$ cat src/rtl/fetch_queue_if.sv
// Fetch-to-decode queue bundle: push side, pop side, flush and occupancy status.
// Handshake: a transfer happens on a rising edge where valid && ready; ready and valid are
// driven from registered state only, and the producer holds its entry until it is accepted.
interface fetch_queue_if #(
    parameter int DATA_WIDTH  = 32,
    parameter int DEPTH       = 4,
    parameter int COUNT_WIDTH = $clog2(DEPTH + 1)
);
    logic                   flush;
    logic                   in_valid;
    logic                   in_ready;
    logic [DATA_WIDTH-1:0]  in_instruction;
    logic [DATA_WIDTH-1:0]  in_program_counter;
    logic                   in_branch_taken_prediction;
    logic                   out_valid;
    logic                   out_ready;
    logic [DATA_WIDTH-1:0]  out_instruction;
    logic [DATA_WIDTH-1:0]  out_program_counter;
    logic                   out_branch_taken_prediction;
    logic [COUNT_WIDTH-1:0] count;
    logic                   almost_full;

    modport master (
        output flush, in_valid, in_instruction, in_program_counter, in_branch_taken_prediction,
        output out_ready,
        input  in_ready, out_valid, out_instruction, out_program_counter,
        input  out_branch_taken_prediction, count, almost_full
    );

    modport slave (
        input  flush, in_valid, in_instruction, in_program_counter, in_branch_taken_prediction,
        input  out_ready,
        output in_ready, out_valid, out_instruction, out_program_counter,
        output out_branch_taken_prediction, count, almost_full
    );
endinterface

$ cat src/rtl/fetch_queue.sv
// Instruction queue between fetch and decode: DEPTH-entry circular buffer with
// first-word-fall-through head, single-cycle flush, occupancy count and almost_full.
module fetch_queue #(
    parameter int DATA_WIDTH        = 32,
    parameter int DEPTH             = 4,
    parameter int ALMOST_FULL_LEVEL = DEPTH - 1,
    parameter int COUNT_WIDTH       = $clog2(DEPTH + 1)
) (
    input logic         clk,
    input logic         reset_n,
    fetch_queue_if.slave q
);
    localparam int PTR_WIDTH = $clog2(DEPTH);
    localparam logic [COUNT_WIDTH-1:0] FULL_COUNT = COUNT_WIDTH'(DEPTH);
    localparam logic [COUNT_WIDTH-1:0] AF_COUNT   = COUNT_WIDTH'(ALMOST_FULL_LEVEL);
    localparam logic [PTR_WIDTH-1:0]   LAST_PTR   = PTR_WIDTH'(DEPTH - 1);
    localparam logic [DATA_WIDTH-1:0]  NOP_WORD   = DATA_WIDTH'(32'h0000_0013);

    logic [DATA_WIDTH-1:0]  instr_mem [DEPTH];
    logic [DATA_WIDTH-1:0]  pc_mem    [DEPTH];
    logic                   pred_mem  [DEPTH];

    logic [PTR_WIDTH-1:0]   wr_ptr, rd_ptr;
    logic [COUNT_WIDTH-1:0] count_q, count_next;
    logic                   almost_full_q;
    logic                   not_full, not_empty;
    logic                   push, pop;

    assign not_full  = (count_q != FULL_COUNT);
    assign not_empty = (count_q != '0);
    assign push      = q.in_valid && not_full && !q.flush;
    assign pop       = q.out_ready && not_empty && !q.flush;

    always_comb begin
        count_next = count_q;
        if (q.flush)
            count_next = '0;
        else if (push && !pop)
            count_next = count_q + COUNT_WIDTH'(1);
        else if (pop && !push)
            count_next = count_q - COUNT_WIDTH'(1);
    end

    // Pointers wrap by explicit compare so non-power-of-two depths stay dense.
    always_ff @(posedge clk or negedge reset_n) begin
        if (!reset_n) begin
            wr_ptr        <= '0;
            rd_ptr        <= '0;
            count_q       <= '0;
            almost_full_q <= 1'b0;
        end else begin
            count_q       <= count_next;
            almost_full_q <= (count_next >= AF_COUNT);
            if (q.flush) begin
                wr_ptr <= '0;
                rd_ptr <= '0;
            end else begin
                if (push) wr_ptr <= (wr_ptr == LAST_PTR) ? '0 : wr_ptr + PTR_WIDTH'(1);
                if (pop)  rd_ptr <= (rd_ptr == LAST_PTR) ? '0 : rd_ptr + PTR_WIDTH'(1);
            end
        end
    end

    always_ff @(posedge clk) begin
        if (push) begin
            instr_mem[wr_ptr] <= q.in_instruction;
            pc_mem[wr_ptr]    <= q.in_program_counter;
            pred_mem[wr_ptr]  <= q.in_branch_taken_prediction;
        end
    end

    assign q.in_ready    = not_full;
    assign q.out_valid   = not_empty;
    assign q.count       = count_q;
    assign q.almost_full = almost_full_q;

    // An empty queue presents a NOP so decode never sees stale storage.
    assign q.out_instruction             = not_empty ? instr_mem[rd_ptr] : NOP_WORD;
    assign q.out_program_counter         = not_empty ? pc_mem[rd_ptr]    : '0;
    assign q.out_branch_taken_prediction = not_empty ? pred_mem[rd_ptr]  : 1'b0;
endmodule

$ cat src/flat_wrapper.sv
// flat-port wrapper written by rule: the top's interface ports become plain ports
module fetch_queue_flat 
#(
    parameter int DATA_WIDTH        = 32,
    parameter int DEPTH             = 4,
    parameter int ALMOST_FULL_LEVEL = DEPTH - 1,
    parameter int COUNT_WIDTH       = $clog2(DEPTH + 1)
)
  (clk, reset_n, q_flush, q_in_valid, q_in_instruction, q_in_program_counter, q_in_branch_taken_prediction, q_out_ready, q_in_ready, q_out_valid, q_out_instruction, q_out_program_counter, q_out_branch_taken_prediction, q_count, q_almost_full);
  fetch_queue_if #(.DATA_WIDTH(DATA_WIDTH), .DEPTH(DEPTH), .COUNT_WIDTH(COUNT_WIDTH)) q_i ();
  input logic clk;
  input logic reset_n;
  input wire logic [$bits(q_i.flush)-1:0] q_flush;
  input wire logic [$bits(q_i.in_valid)-1:0] q_in_valid;
  input wire logic [$bits(q_i.in_instruction)-1:0] q_in_instruction;
  input wire logic [$bits(q_i.in_program_counter)-1:0] q_in_program_counter;
  input wire logic [$bits(q_i.in_branch_taken_prediction)-1:0] q_in_branch_taken_prediction;
  input wire logic [$bits(q_i.out_ready)-1:0] q_out_ready;
  output wire logic [$bits(q_i.in_ready)-1:0] q_in_ready;
  output wire logic [$bits(q_i.out_valid)-1:0] q_out_valid;
  output wire logic [$bits(q_i.out_instruction)-1:0] q_out_instruction;
  output wire logic [$bits(q_i.out_program_counter)-1:0] q_out_program_counter;
  output wire logic [$bits(q_i.out_branch_taken_prediction)-1:0] q_out_branch_taken_prediction;
  output wire logic [$bits(q_i.count)-1:0] q_count;
  output wire logic [$bits(q_i.almost_full)-1:0] q_almost_full;
  assign q_i.flush = q_flush;
  assign q_i.in_valid = q_in_valid;
  assign q_i.in_instruction = q_in_instruction;
  assign q_i.in_program_counter = q_in_program_counter;
  assign q_i.in_branch_taken_prediction = q_in_branch_taken_prediction;
  assign q_i.out_ready = q_out_ready;
  assign q_in_ready = q_i.in_ready;
  assign q_out_valid = q_i.out_valid;
  assign q_out_instruction = q_i.out_instruction;
  assign q_out_program_counter = q_i.out_program_counter;
  assign q_out_branch_taken_prediction = q_i.out_branch_taken_prediction;
  assign q_count = q_i.count;
  assign q_almost_full = q_i.almost_full;
  fetch_queue #(.DATA_WIDTH(DATA_WIDTH), .DEPTH(DEPTH), .ALMOST_FULL_LEVEL(ALMOST_FULL_LEVEL), .COUNT_WIDTH(COUNT_WIDTH)) u_core (.clk(clk), .reset_n(reset_n), .q(q_i));
endmodule
$ cat config.mk
export PLATFORM = sky130hd
export DESIGN_NAME = fetch_queue_flat
export DESIGN_NICKNAME = d
export VERILOG_FILES = /design/src/rtl/fetch_queue_if.sv /design/src/rtl/fetch_queue.sv /design/src/flat_wrapper.sv
export SDC_FILE = /design/constraint.sdc
export NUM_CORES = 1
export LEC_CHECK = 0
export CAP_MARGIN = 30
export CORE_ASPECT_RATIO = 2
export CORE_MARGIN = 8
export CORE_UTILIZATION = 30
export DETAILED_ROUTE_END_ITERATION = 10
export PLACE_DENSITY_LB_ADDON = 0.12
export SETUP_SLACK_MARGIN = 0.5
export SYNTH_ARGS = -nofsm -noshare
export SYNTH_HDL_FRONTEND = slang
export SYNTH_SLANG_ARGS = --single-unit
$ cat constraint.sdc
create_clock -name clk -period 3.8 [get_ports clk]
set_input_delay 0.76 -clock clk [delete_from_list [all_inputs] [get_ports clk]]
set_output_delay 0.76 -clock clk [all_outputs]
set_load 0.02 [all_outputs]
* Yosys cells after proc, flatten, opt, wreduce, memory -nomap -nowiden
Memories as Yosys holds them, arrays and structs flattened.
Index checks and enable logic that the tools add are counted.
** Storage, ports and cells
- Flip-flop bits (word level) :: 8
- Bits in writable memories :: 260
- Input bits :: 70
- Memories :: 3
- Logic and storage cells :: 41
- Output and inout bits :: 71
** Operators by class
- $add $sub $neg :: 4
- Reduce and logical (&&, ||, !) cells :: 12
- Muxes and demuxes :: 14
- Equal/unequal tests :: 3
- Magnitude comparators :: 1
** Memory list
- u_core.instr_mem :: depth 4, bits a word 32, rd ports 1, clocked after Yosys merged registers in 0, wr ports 1, RTL line fetch_queue.sv:19 : logic [DATA_WIDTH-1:0] instr_mem [DEPTH];
- u_core.pc_mem :: depth 4, bits a word 32, rd ports 1, clocked after Yosys merged registers in 0, wr ports 1, RTL line fetch_queue.sv:20 : logic [DATA_WIDTH-1:0] pc_mem [DEPTH];
- u_core.pred_mem :: depth 4, bits a word 1, rd ports 1, clocked after Yosys merged registers in 0, wr ports 1, RTL line fetch_queue.sv:21 : logic pred_mem [DEPTH];
** Operators by type and width (count)
- $mux W32 :: 2
- $mux W2 :: 6
- $mux W3 :: 3
- $logic_and A1 B1 Y1 :: 6
- $add A2 B1 Y2 const B :: 2
- $eq A2 B2 Y1 const B :: 2
- $reduce_bool A2 Y1 :: 2
- $add A3 B1 Y3 const B :: 1
- $ge A3 B2 Y1 const B :: 1
- $logic_not A1 Y1 :: 3
- $mux W1 :: 3
- $ne A3 B3 Y1 const B :: 1
- $reduce_bool A3 Y1 :: 1
- $sub A3 B1 Y3 const B :: 1

* Logic depth before layout (Yosys ltp)
- Depth after elaboration :: 9
- Depth in mapped cells :: 8
- Gate-level depth less buffers :: 7

* Worst setup path before layout
Ideal clock, no wire load.
- Path kind :: flip-flop to flip-flop
- Start :: register u_core.count_q[0], in the netlist u_core.q.count[0]
- End :: memory u_core.instr_mem[0][0], enable pin
- Buffers on the path :: 0
- Arrival :: 2790 ps
- Period minus slack after synthesis :: 3220 ps
- Setup slack :: 580 ps
- Stages on the path, launching flop included :: 6
- Path through :: dfrtp_1 inv_1 ha_1 a21bo_2 nor2_1 and2_1
** On the way
- Cells in the longest elaborated chain, start to end :: 5
** RTL lines
- start: declaration :: RTL line fetch_queue.sv:24 : logic [COUNT_WIDTH-1:0] count_q, count_next;
- start signal: assignment :: RTL line fetch_queue.sv:52 : count_q <= count_next;
- $ne A3 B3 Y1 :: RTL line fetch_queue.sv:29 : assign not_full = (count_q != FULL_COUNT);
- $logic_and A1 B1 Y1 (2 in series) :: RTL line fetch_queue.sv:31 : assign push = q.in_valid && not_full && !q.flush;
- $mux W1 :: RTL line fetch_queue.sv:65 : if (push) begin
- $mux W1 (implied by the code) :: RTL line fetch_queue.sv:66 : instr_mem[wr_ptr] <= q.in_instruction;
- end: declaration :: RTL line fetch_queue.sv:19
No other way between the ends.

* Worst setup path in the final report
- Start :: register u_core.rd_ptr[0]
- End :: output port q_out_instruction[4]
** On the way
- Cells in the longest elaborated chain, start to end :: 2
** RTL lines
- start: declaration :: RTL line fetch_queue.sv:23 : logic [PTR_WIDTH-1:0] wr_ptr, rd_ptr;
- start signal: assignment :: RTL line fetch_queue.sv:59 : if (pop) rd_ptr <= (rd_ptr == LAST_PTR) ? '0 : rd_ptr + PTR_WIDTH'(1);
- $mem_v2 Z4 W32
- $mux W32 :: RTL line fetch_queue.sv:78 : assign q.out_instruction = not_empty ? instr_mem[rd_ptr] : NOP_WORD;
- end: declaration :: RTL line flat_wrapper.sv:21 : output wire logic [$bits(q_i.out_instruction)-1:0] q_out_instruction;
No other way between the ends.

==> impl_metrics.csv <==
group,metric,value,unit
synth,synth_area,10400,µm²
cells_and_area,fillers,3107,
timing,fin_ws,0.425,ns
global_routing,grt_pass1_vias,5851,
synth,yosysUniqueCellTypes,29,
drt,wl_per_cell,22.0,µm
drt,vias_per_cell,4.56,
worst_setup_path,arrival,2.61,ns
outcome,status,"finished clean",
cells_and_area,syn_to_final_growth,28.8,%
clock_tree,numCtsBuffers,25,
timing,layout_min_cycle_time,3.37,ns
worst_hold_path,worst_hold_path_type,"in -> async",
global_routing,grt_pass1_wl,36100,µm
timing,hold_violations,0,
power,p_leak,0.00507,µW
drt,detail_route.wirelength,24000,µm
power,sw_frac_of_total,26.8,%
clock_tree,clockBufferDepth,3,
placement,dp_slack,0.802,ns
timing,finalCritPeriodShare,88.8,%
timing,rsz0062_at_grt,"yes",
synth,ys_seq_elements,268,
synth,synth_fp_nets,547,
synth,synth_edf_count,260,
global_routing,grt_overflow,0,
synth,synthFlopType,"edfxtp_1",
timing,setup_tns,0,ns
floorplanning,coreArea,34200,µm²
clock_tree,clk_latency,0.53,ns
power,comb_power_share,24.4,%
drt,vias,4967,
floorplanning,die_area,41300,µm²
clock_tree,cts.clk_slew.worst_paths,0.06,ns
worst_setup_path,cp-end-kind,"output port",
floorplanning,die_y,279,µm
cells_and_area,fin_cells,1089,
synth,synth_cells,470,
run,drv_cap,0,
power,clockPowerShare,31.9,%
placement,dpl.hpwl,14500,µm
synth,synthTopCellsByArea,"edfxtp_1 (75%), mux4_2 (14%), and2_1 (4.0%)",
placement,dp_cells,1042,
synth,netlist_top_cells_count,"edfxtp_1 (260), and2_1 (66), mux4_2 (65)",
placement,place.gp.congestion,0.728,
synth,ys.warnings.count,0,
synth,yosysMostFrequentCell,"edfxtp_1",
timing,finClkSkew,0.0193,ns
power,power.switching,2090,µW
global_routing,grt_max_degree,66,
synth,synth_area_leader_cell,"edfxtp_1",
cells_and_area,nets,707,
worst_setup_path,crit_path_start_kind,"register",
worst_setup_path,crit_type,"reg -> out",
worst_setup_path,crit_path_max_fanout,33,
drt,ant_nets,0,
floorplanning,start_util,30.4,%
floorplanning,die_x,148,µm
clock_tree,root_buffer,"clkbuf_16",
global_routing,antenna_found_initial,2,
clock_tree,cts_tree,"built",
drt,drc,0,
timing,whs,0.528,ns
global_routing,track_usage,11.5,%
synth,yosysSeqAreaShare,76.9,%
placement,portBuffers,140,
power,powerDensity,583,nW/µm²
power,p_int,5720,µW
floorplanning,row_count,96,
synth,synth_area_per_cell,22.1,µm²
worst_setup_path,cp.required,3.04,ns
power,seq_power_share,43.8,%
drt,drtPass1Iterations,4,
synth,synth_top_area_share,75.0,%
floorplanning,ios,141,
clock_tree,htreeDepth,1,
cells_and_area,drive_gt1_share,20.6,%
clock_tree,numClockSinks,268,
timing,timing.fmax,296,MHz
drt,drt_iter0_drc,234,
timing,setup_viol,0,
timing,finalMaxSlewViolations,0,
timing,slew_headroom,67.4,%
timing,worst_pin_slew,0.489,ns
synth,async_reset_ff_share,2.99,%
power,irDropWorstVdd,0.000372,V
registers in the layout, summed over array words and instances, names as in the netlist:
name                  cells
u_core.wr_ptr             2
u_core.q.count            3
u_core.pc_mem           128
u_core.pred_mem           4
u_core.instr_mem        128
u_core.rd_ptr             2
u_core.q.almost_full      1
layout make-up:
cell class	count	area (µm²)	share of cell area, %
diodes	1	2.50	0.0187
clock buffers	28	637	4.75
clock inverters	16	174	1.30
inverters	6	22.5	0.168
multi-input cells	173	2220	16.6
flip-flops and latches	268	8020	59.8
well taps	441	552	4.12
repair buffers	156	1780	13.3
power by group through the flow:
stage / Clock, µW / Sequential, µW / Combinational (µW)
6_report: 2490 / 3420 / 1900
5_1_grt: 2680 / 3430 / 2060
4_1_cts: 2580 / 3420 / 1970
3_5_place_dp: 0 / 3490 / 1950
3_3_place_gp: 0 / 3480 / 1940
2_1_floorplan: 0 / 3480 / 1120
repair_timing:
action / 4_1_cts / 5_1_grt
hold buffers: 0 / 0
gates cloned: 0 / 1
buffers inserted: 1 / 0
setup endpoints to repair: 66 / 65
gates resized for setup: 1 / 56
pin swaps: 0 / 0
per-stage QoR:
| step | power, µW | utilization [%] | area, µm² |
|---|---|---|---|
| 2_1_floorplan | 4600 | - | 10400 |
| 3_3_place_gp | 5430 | 36.3 | 12400 |
| 3_5_place_dp | 5440 | 36.3 | 12400 |
| 4_1_cts | 7960 | 38.7 | 13200 |
| 5_1_grt | 8170 | 39.2 | 13400 |
| 6_report | 7810 | 39.2 | 13400 |
path summary, 6_finish.rpt:
path / from / endpoint / slack, ns / depth (start not counted)
setup reg to reg: u_core.q.count[0] / u_core.instr_mem[3][28] / 1.43 / 6
setup / recovery: u_core.rd_ptr[0] / q_out_instruction[4] / 0.43 / 4
hold / removal: reset_n / u_core.q.count[2] / 0.53 / 1
hold reg to reg: u_core.wr_ptr[1] / u_core.wr_ptr[1] / 0.61 / 2
max in group asynchronous: reset_n / u_core.rd_ptr[1] / 2.94 / 1
min in group clk: u_core.wr_ptr[1] / u_core.wr_ptr[1] / 0.61 / 2
worst max-delay path: stages, from the launching register on:
cell and delay, ns:
dfrtp_4 0.44, buf_12 0.28, mux4_2 0.56, or2_1 0.24
clkdlybuf4s50_1 0.54
per-layer routing:
| metal | part of all wire [%] | wire length, µm | up-vias | track usage [%] |
|---|---|---|---|---|
| li1 | - | - | 2208 | - |
| met5 | 0.033 | 8 | - | 0 |
| met4 | 2.3 | 558 | 2 | 3.92 |
| met1 | 38 | 9110 | 2617 | 12.5 |
| met3 | 3.7 | 885 | 33 | 2.13 |
| met2 | 56 | 13400 | 107 | 21.8 |
placed cells by master, fill, tap and decap left out, types with 4 or more instances in the layout:
cell type,count
edfxtp_1,260
clkdlybuf4s50_1,84
mux4_2,65
and2_1,62
dlymetal6s2s_1,55
clkbuf_16,26
buf_12,8
nor2_1,7
ha_1,6
buf_4,6
dfrtp_1,6
inv_1,4
nand2_1,4
and2_4,4
clkinv_1,4
cells by family after synthesis:
kind of cell / Yosys count / share of synthesized area [%]
compound gates: 7 / 0.517
xor+xnor: 5 / 0.421
fa+ha+maj: 7 / 0.841
buf+inv: 29 / 1.85
flops: 268 / 76.9
mux: 66 / 14.2
simple gates: 88 / 5.27
(Power assumes the default switching activity.)
